$ cat config.mk
export PLATFORM = sky130hd
export DESIGN_NAME = flash_arbiter_flat
export DESIGN_NICKNAME = d
export VERILOG_FILES = /design/src/rtl/flash_arbiter_if.sv /design/src/rtl/flash_arbiter.sv /design/src/flat_wrapper.sv
export SDC_FILE = /design/constraint.sdc
export NUM_CORES = 1
export LEC_CHECK = 0
export CAP_MARGIN = 10
export CORE_UTILIZATION = 42
export DETAILED_ROUTE_END_ITERATION = 6
export PLACE_DENSITY = 0.8
export SLEW_MARGIN = 20
export SYNTH_ARGS = -nofsm -noshare
export SYNTH_HDL_FRONTEND = slang
export SYNTH_SLANG_ARGS = --single-unit
$ cat constraint.sdc
create_clock -name clk -period 2.3 [get_ports clk]
set_clock_uncertainty 0.05 [all_clocks]
set_input_delay 0.69 -clock clk [delete_from_list [all_inputs] [get_ports clk]]
set_output_delay 0.69 -clock clk [all_outputs]
set_load 0.01 [all_outputs]
$ cat src/rtl/flash_arbiter_if.sv
// flash_arbiter_if: requester-port and flash-engine signals shared by the arbiter and its environment
interface flash_arbiter_if #(
  parameter int ADDR_W = 24,
  parameter int DATA_W = 32
);
  logic              p0_req, p0_write, p0_ack;
  logic [ADDR_W-1:0] p0_addr;
  logic [DATA_W-1:0] p0_wdata, p0_rdata;
  logic              p1_req, p1_write, p1_ack;
  logic [ADDR_W-1:0] p1_addr;
  logic [DATA_W-1:0] p1_wdata, p1_rdata;
  logic              err, grant, busy;
  logic              fl_en, fl_write, fl_done;
  logic [ADDR_W-1:0] fl_addr;
  logic [DATA_W-1:0] fl_wdata, fl_rdata;
  modport slave (
    input  p0_req, p0_write, p0_addr, p0_wdata, p1_req, p1_write, p1_addr, p1_wdata, fl_rdata, fl_done,
    output p0_ack, p0_rdata, p1_ack, p1_rdata, err, grant, busy, fl_en, fl_write, fl_addr, fl_wdata
  );
  modport master (
    output p0_req, p0_write, p0_addr, p0_wdata, p1_req, p1_write, p1_addr, p1_wdata, fl_rdata, fl_done,
    input  p0_ack, p0_rdata, p1_ack, p1_rdata, err, grant, busy, fl_en, fl_write, fl_addr, fl_wdata
  );
endinterface

$ cat src/rtl/flash_arbiter.sv
// flash_arbiter: round-robin two-port sequencer sharing one flash word engine, with bounded BUSY wait
module flash_arbiter #(
  parameter int ADDR_W      = 24,
  parameter int DATA_W      = 32,
  parameter int TO_W        = 20,
  parameter int TIMEOUT_CYC = 1000000
) (
  input logic             clk,
  input logic             reset,
  flash_arbiter_if.slave  bus
);
  localparam logic [1:0] IDLE = 2'd0, BUSY = 2'd1, RESP = 2'd2;
  localparam logic [TO_W-1:0] TO_LAST = TO_W'(TIMEOUT_CYC - 1);
  logic [1:0]        r_state;
  logic              r_last_grant, r_grant, r_fl_en, r_fl_write, r_p0_ack, r_p1_ack, r_err, r_busy;
  logic [ADDR_W-1:0] r_fl_addr;
  logic [DATA_W-1:0] r_fl_wdata, r_p0_rdata, r_p1_rdata;
  logic [TO_W-1:0]   r_cnt;
  logic              w_any, w_pick, w_write, w_timeout;
  logic [ADDR_W-1:0] w_addr;
  logic [DATA_W-1:0] w_wdata;
  always_comb begin
    w_any     = bus.p0_req | bus.p1_req;
    w_pick    = (bus.p0_req & bus.p1_req) ? ~r_last_grant : bus.p1_req;
    w_write   = w_pick ? bus.p1_write : bus.p0_write;
    w_addr    = (w_pick ? bus.p1_addr : bus.p0_addr) & ~ADDR_W'(3);
    w_wdata   = w_pick ? bus.p1_wdata : bus.p0_wdata;
    w_timeout = r_cnt == TO_LAST;
  end
  always_ff @(posedge clk) begin
    if (reset) begin
      r_state      <= IDLE;
      r_last_grant <= 1'b1;
      r_grant      <= 1'b0;
      r_fl_en      <= 1'b0;
      r_fl_write   <= 1'b0;
      r_fl_addr    <= '0;
      r_fl_wdata   <= '0;
      r_p0_rdata   <= '0;
      r_p1_rdata   <= '0;
      r_p0_ack     <= 1'b0;
      r_p1_ack     <= 1'b0;
      r_err        <= 1'b0;
      r_busy       <= 1'b0;
      r_cnt        <= '0;
    end else begin
      r_p0_ack <= 1'b0;
      r_p1_ack <= 1'b0;
      r_err    <= 1'b0;
      case (r_state)
        IDLE: if (w_any) begin
          r_state      <= BUSY;
          r_busy       <= 1'b1;
          r_fl_en      <= 1'b1;
          r_grant      <= w_pick;
          r_last_grant <= w_pick;
          r_fl_write   <= w_write;
          r_fl_addr    <= w_addr;
          r_fl_wdata   <= w_wdata;
          r_cnt        <= '0;
        end
        // fl_done takes priority over a coincident timeout
        BUSY: if (bus.fl_done || w_timeout) begin
          r_state  <= RESP;
          r_fl_en  <= 1'b0;
          r_p0_ack <= ~r_grant;
          r_p1_ack <= r_grant;
          r_err    <= ~bus.fl_done;
          if (bus.fl_done && !r_fl_write && !r_grant) r_p0_rdata <= bus.fl_rdata;
          if (bus.fl_done && !r_fl_write && r_grant) r_p1_rdata <= bus.fl_rdata;
        end else begin
          r_cnt <= (&r_cnt) ? r_cnt : r_cnt + 1'b1;
        end
        default: begin
          r_state <= IDLE;
          r_busy  <= 1'b0;
        end
      endcase
    end
  end
  assign bus.p0_ack   = r_p0_ack;
  assign bus.p1_ack   = r_p1_ack;
  assign bus.p0_rdata = r_p0_rdata;
  assign bus.p1_rdata = r_p1_rdata;
  assign bus.err      = r_err;
  assign bus.grant    = r_grant;
  assign bus.busy     = r_busy;
  assign bus.fl_en    = r_fl_en;
  assign bus.fl_write = r_fl_write;
  assign bus.fl_addr  = r_fl_addr;
  assign bus.fl_wdata = r_fl_wdata;
endmodule
$ cat src/flat_wrapper.sv
// flat-port wrapper written by rule: the top's interface ports become plain ports
module flash_arbiter_flat 
#(
  parameter int ADDR_W      = 24,
  parameter int DATA_W      = 32,
  parameter int TO_W        = 20,
  parameter int TIMEOUT_CYC = 1000000
)
  (clk, reset, bus_p0_req, bus_p0_write, bus_p0_addr, bus_p0_wdata, bus_p1_req, bus_p1_write, bus_p1_addr, bus_p1_wdata, bus_fl_rdata, bus_fl_done, bus_p0_ack, bus_p0_rdata, bus_p1_ack, bus_p1_rdata, bus_err, bus_grant, bus_busy, bus_fl_en, bus_fl_write, bus_fl_addr, bus_fl_wdata);
  flash_arbiter_if #(.ADDR_W(ADDR_W), .DATA_W(DATA_W)) bus_i ();
  input logic clk;
  input logic reset;
  input wire logic [$bits(bus_i.p0_req)-1:0] bus_p0_req;
  input wire logic [$bits(bus_i.p0_write)-1:0] bus_p0_write;
  input wire logic [$bits(bus_i.p0_addr)-1:0] bus_p0_addr;
  input wire logic [$bits(bus_i.p0_wdata)-1:0] bus_p0_wdata;
  input wire logic [$bits(bus_i.p1_req)-1:0] bus_p1_req;
  input wire logic [$bits(bus_i.p1_write)-1:0] bus_p1_write;
  input wire logic [$bits(bus_i.p1_addr)-1:0] bus_p1_addr;
  input wire logic [$bits(bus_i.p1_wdata)-1:0] bus_p1_wdata;
  input wire logic [$bits(bus_i.fl_rdata)-1:0] bus_fl_rdata;
  input wire logic [$bits(bus_i.fl_done)-1:0] bus_fl_done;
  output wire logic [$bits(bus_i.p0_ack)-1:0] bus_p0_ack;
  output wire logic [$bits(bus_i.p0_rdata)-1:0] bus_p0_rdata;
  output wire logic [$bits(bus_i.p1_ack)-1:0] bus_p1_ack;
  output wire logic [$bits(bus_i.p1_rdata)-1:0] bus_p1_rdata;
  output wire logic [$bits(bus_i.err)-1:0] bus_err;
  output wire logic [$bits(bus_i.grant)-1:0] bus_grant;
  output wire logic [$bits(bus_i.busy)-1:0] bus_busy;
  output wire logic [$bits(bus_i.fl_en)-1:0] bus_fl_en;
  output wire logic [$bits(bus_i.fl_write)-1:0] bus_fl_write;
  output wire logic [$bits(bus_i.fl_addr)-1:0] bus_fl_addr;
  output wire logic [$bits(bus_i.fl_wdata)-1:0] bus_fl_wdata;
  assign bus_i.p0_req = bus_p0_req;
  assign bus_i.p0_write = bus_p0_write;
  assign bus_i.p0_addr = bus_p0_addr;
  assign bus_i.p0_wdata = bus_p0_wdata;
  assign bus_i.p1_req = bus_p1_req;
  assign bus_i.p1_write = bus_p1_write;
  assign bus_i.p1_addr = bus_p1_addr;
  assign bus_i.p1_wdata = bus_p1_wdata;
  assign bus_i.fl_rdata = bus_fl_rdata;
  assign bus_i.fl_done = bus_fl_done;
  assign bus_p0_ack = bus_i.p0_ack;
  assign bus_p0_rdata = bus_i.p0_rdata;
  assign bus_p1_ack = bus_i.p1_ack;
  assign bus_p1_rdata = bus_i.p1_rdata;
  assign bus_err = bus_i.err;
  assign bus_grant = bus_i.grant;
  assign bus_busy = bus_i.busy;
  assign bus_fl_en = bus_i.fl_en;
  assign bus_fl_write = bus_i.fl_write;
  assign bus_fl_addr = bus_i.fl_addr;
  assign bus_fl_wdata = bus_i.fl_wdata;
  flash_arbiter #(.ADDR_W(ADDR_W), .DATA_W(DATA_W), .TO_W(TO_W), .TIMEOUT_CYC(TIMEOUT_CYC)) u_core (.clk(clk), .reset(reset), .bus(bus_i));
endmodule
# ---- Yosys cells after proc, flatten, opt, wreduce, memory -nomap -nowiden
# Cells that the tools add are included.
dict set report word_totals {
  ff_bits 148
  latch_bits 0
  ramBits 0
  mem_bits_ro 0
  inputBits 151
  output_inout_bits 127
  word_cells 60
  mem_count 0
}
dict set report op_classes {
  addsub 1
  n_mul 0
  div 0
  n_lt_le_gt_ge 0
  eq_ne 6
  shifts 0
  muxes 15
  bitwise_logic 7
  reduce_logical 17
}
# operator n
set op_table {}
lappend op_table {{$mux 20} 3}
lappend op_table {{$pmux 20 s2} 1}
lappend op_table {{$mux 32} 1}
lappend op_table {{$mux 24} 1}
lappend op_table {{$add 20x1->20 const B} 1}
lappend op_table {{$eq 20x20->1 const B} 1}
lappend op_table {{$reduce_and 20->1} 1}
lappend op_table {{$reduce_and 3->1} 3}
lappend op_table {{$reduce_and 2->1} 3}
lappend op_table {{$not 1->1} 5}
lappend op_table {{$mux 1} 4}
lappend op_table {{$mux 2} 2}
lappend op_table {{$ne 2x1->1 const B} 2}
lappend op_table {{$ne 2x2->1 const B} 2}
lappend op_table {{$pmux 1 s2} 2}
lappend op_table {{$pmux 2 s2} 1}
lappend op_table {{$reduce_and 4->1} 1}
lappend op_table {{$logic_and 1x1->1} 3}
lappend op_table {{$reduce_or 3->1} 1}
lappend op_table {{$eq 2x1->1 const B} 1}
lappend op_table {{$logic_not 1->1} 2}
lappend op_table {{$logic_not 2->1} 1}
lappend op_table {{$reduce_bool 2->1} 1}
lappend op_table {{$and 1x1->1} 1}
lappend op_table {{2 further kinds} 2}

# ---- Longest topological paths before layout
dict set report logic_depth {
  word_depth 4
  ltp_mapped 8
}

# ---- Least setup slack after synthesis
# OpenSTA, ideal clock, no wires.
dict set report synth_path {
  kind {input -> register}
  from {input port bus_p1_req}
  to {register u_core.r_cnt[7]}
  setup_ns 0.088
  arrival_ns 2.055
  setup_slack_ns 0.107
  cell_stages 7
  path_buffers 2
  path_cell_list {nor3_1 > a211o_1 > a21o_1 > or4_1 > buf_2 > buf_6 > o32ai_2}
}
dict set report synth_via {
  elab_chain_cells 3
}
# element line_no
set synth_rtl {}
lappend synth_rtl {{from (decl)} flat_wrapper.sv:17} ;# input wire logic [$bits(bus_i.p1_req)-1:0] bus_p1_req;
lappend synth_rtl {{$or 1x1->1} flash_arbiter.sv:23} ;# w_any = bus.p0_req | bus.p1_req;
lappend synth_rtl {{$ne 2x1->1 (no line)} -}
lappend synth_rtl {{$reduce_and 4->1 (no line)} -}
lappend synth_rtl {{to (signal assigned)} flash_arbiter.sv:72} ;# r_cnt <= (&r_cnt) ? r_cnt : r_cnt + 1'b1;
lappend synth_rtl {{to (decl)} flash_arbiter.sv:18} ;# logic [TO_W-1:0] r_cnt;
# Every way passes these cells.
# A chain may end at the register's enable or synchronous reset.

# ---- Final worst setup path
dict set report layout_path {
  from {register u_core.r_cnt[14]}
  to {register u_core.r_cnt[8]}
}
dict set report layout_via {
  elab_chain_cells 4
  word_cells_on_any_way 6
  cone_classes {eq/ne (3); reduce/logical (3)}
}
# element line_no
set layout_rtl {}
lappend layout_rtl {{$eq 20x20->1} flash_arbiter.sv:28} ;# w_timeout = r_cnt == TO_LAST;
lappend layout_rtl {{$logic_or 1x1->1} flash_arbiter.sv:63} ;# BUSY: if (bus.fl_done || w_timeout) begin
lappend layout_rtl {{$ne 2x2->1 (no line)} -}
lappend layout_rtl {{$reduce_and 4->1 (no line) (*)} -}
# Every way passes the cells marked *; elsewhere a longest branch is shown, timed or not.

==> impl_metrics.toml <==
[outcome]
status = "finished clean"

[drt]
drt_wl_total_um = 19690
firstDrtPassIters = 5
dr.first_iter.drc_count = 354
antenna_left = 0
wire_per_inst_um = 16.63
vias_per_cell = 5.243
drc = 0
num_vias = 6208

[sta]
setup_violations = 0
fmax_ghz = 0.4568
rsz0062_at_grt = "false"
tightest_slew_ps = 602.1
period_needed_ps = 2189
setup_slack_ps = 111.1
min_period_over_period = 0.9517
holdWs_ps = 402.3
finalMaxSlewViolations = 0
hold_viol_final = 0
slew_headroom = 0.5955

[setup_path]
worst_ep_arrival_time_ps = 2440
r2r_cells = 8
end_kind = "flip-flop"
critPathKind = "reg2reg"
crit_start = "u_core.r_cnt[14]"
endpoint = "u_core.r_cnt[8]"
r2r_slack_ps = 110
critPathMaxFanout = 22
reg2reg_from = "u_core.r_cnt[14]"
worstReg2RegEnd = "u_core.r_cnt[8]"
worstSetupStartpointType = "flip-flop"
critical_path_required_ps = 2550

[floorplanning]
core_um2 = 14040
io_pins = 278
initial_core_util = 0.4359
fp.dieW_um = 122.7
num_rows = 43
die_h_um = 122.7
dieArea_um2 = 15060

[layout]
layout_common_cells = "clkdlybuf4s50_1 (267), nand2_1 (152), dfxtp_1 (147), a21oi_1 (74), nor2_1 (66)"
syn2layout_area_growth_pct = 62.80
layout-drive-gt1-share = 0.09571
fillers = 1073
design_area_um2 = 9965
seqCellArea_um2 = 2964
finalNetCount = 1142
final_common_cell = "clkdlybuf4s50_1"
multi_input_area_um2 = 2943

[synth]
ys_ff_latch = 148
synth_edf_count = 0
yosysWarnings = 0
synth_ff_type = "dfxtp_1"
syn_area_um2 = 6121
synth.distinct_cells = 49
ys_async_sr_fraction = 0
synth_area_per_cell_um2 = 8.633
synth-seq-area-share = 0.4841
syn-instance-count = 709

[cts]
cts-root-buf = "clkbuf_16"
clk_pin_slew_ps = 60
cts_tree = "done"
cts_buffers = 17
cts.sinks = 148
cts_buffer_depth = 2
clock_latency_ps = 420
htreeDepth = 4
holdBufCountCts = 0

[placed_design]
gp_congestion = 0.8441
place_ws_ps = -487.9
dpl_cell_area_um2 = 9308
io_buffers = 271
hpwl_um = 14170

[global_route]
grt_first_pass_wirelength_um = 29640
grt_pass1_vias = 5809
use_met3 = 0.1041
track_usage = 0.2592
grtUsageMet1 = 0.2872
grt_max_degree = 47
met2_usage = 0.4333
overflow = 0
grt-busiest-layer = "met2"
grt_antenna_before_repair = 2

[power]
power.density_nw_per_um2 = 688.6
power_leakage_nw = 3.641
vdd_ir_drop_max_v = 0.0005778

[flow_run]
maxCapViolCount = 0

[hold_path]
hold_path.class = "reg2reg"
critical path, cell delays in order (launching register included):
cell and delay (ps):
dfxtp_1 400, or3b_1 360, nor4_1 240, buf_4 180, a21o_1 120, buf_4 260, a21oi_1 70, buf_4 150
a32o_1 230
cells in the mapped netlist (5+ instances only):
cell      instances  share of area
a211oi_1         63          0.077
a21oi_1          74          0.061
and4_1            5         0.0072
buf_2            10         0.0082
clkbuf_1         44          0.027
dfxtp_1         148           0.48
mux2i_1          56          0.092
nand2_1         152          0.093
nand3_1          11         0.0090
nor2_1           66          0.040
nor3_1            7         0.0057
sequential cells by signal, indices dropped and copies added (netlist names):
signal and flops:
u_core.bus.busy 1, u_core.bus.err 1, u_core.bus.fl_addr 22, u_core.bus.fl_en 1, u_core.bus.fl_wdata 32, u_core.bus.fl_write 1, u_core.bus.grant 1, u_core.bus.p0_ack 1
u_core.bus.p0_rdata 32, u_core.bus.p1_ack 1, u_core.bus.p1_rdata 32, u_core.r_cnt 20, u_core.r_last_grant 1, u_core.r_state 2
stage by stage:
step                      instances  utilization  TNS (ps)  total power, mW
after floorplan                 710            -         0            3.382
after global placement         1149       0.6628    -17840            4.137
after detailed placement       1149       0.6628    -18760            4.157
after CTS                      1183       0.7079         0            6.908
after global routing           1184       0.7096         0            7.127
final                          1184       0.7096         0            6.862
cell families (layout without fill, tap and decap cells):
kind of cell | count (synthesis) | after routing | synth area share
mux | 56 | 56 | 0.09158
compound gates | 171 | 171 | 0.1897
simple gates | 270 | 270 | 0.1895
buf+inv | 62 | 355 | 0.04252
flops | 148 | 148 | 0.4841
other cells | 1 | 3 | 0.0006127
fa+ha+maj | 1 | 1 | 0.002044
metal layers:
metal  part of all wire  vias up
li1                   -     3063
met1               0.38     2848
met2               0.49      256
met3              0.097       39
met4              0.026        2
met5            0.00051        -
how the worst min path moves through the flow:
stage	startpoint	endpoint	slack [ps]	cells past startpoint
2_1_floorplan	u_core.r_last_grant	u_core.r_last_grant	380	2
3_3_place_gp	u_core.bus.p0_rdata[30]	u_core.bus.p0_rdata[30]	390	2
3_5_place_dp	u_core.bus.p1_rdata[1]	u_core.bus.p1_rdata[1]	400	2
4_1_cts	u_core.bus.p1_rdata[1]	u_core.bus.p1_rdata[1]	400	2
5_1_grt	u_core.bus.p1_rdata[1]	u_core.bus.p1_rdata[1]	420	2
6_report	u_core.bus.p1_rdata[11]	u_core.bus.p1_rdata[11]	400	2
where the power goes:
group / internal, mW / total [mW] / switching (mW)
clock network: 1.65 / 2.73 / 1.08
registers: 2.72 / 2.81 / 0.0874
logic: 0.746 / 1.32 / 0.577
total: 5.12 / 6.86 / 1.75
layout make-up:
| cell class | count | area share |
|---|---|---|
| Clock buffer | 20 | 0.04583 |
| Clock inverter | 12 | 0.01318 |
| Sequential cell | 148 | 0.2975 |
| Tap cell | 180 | 0.02260 |
| Multi-Input combinational cell | 500 | 0.2953 |
| Inverter | 4 | 0.001507 |
| Timing Repair Buffer | 319 | 0.3238 |
| Antenna cell | 1 | 0.0002511 |
repair_timing:
item,CTS,global route
setup endpoints to repair,7,9
gates resized for setup,5,5
gates cloned,1,0
pin swaps,1,1
buffers inserted,1,0
No activity file was read; power rests on OpenSTA's default activity.
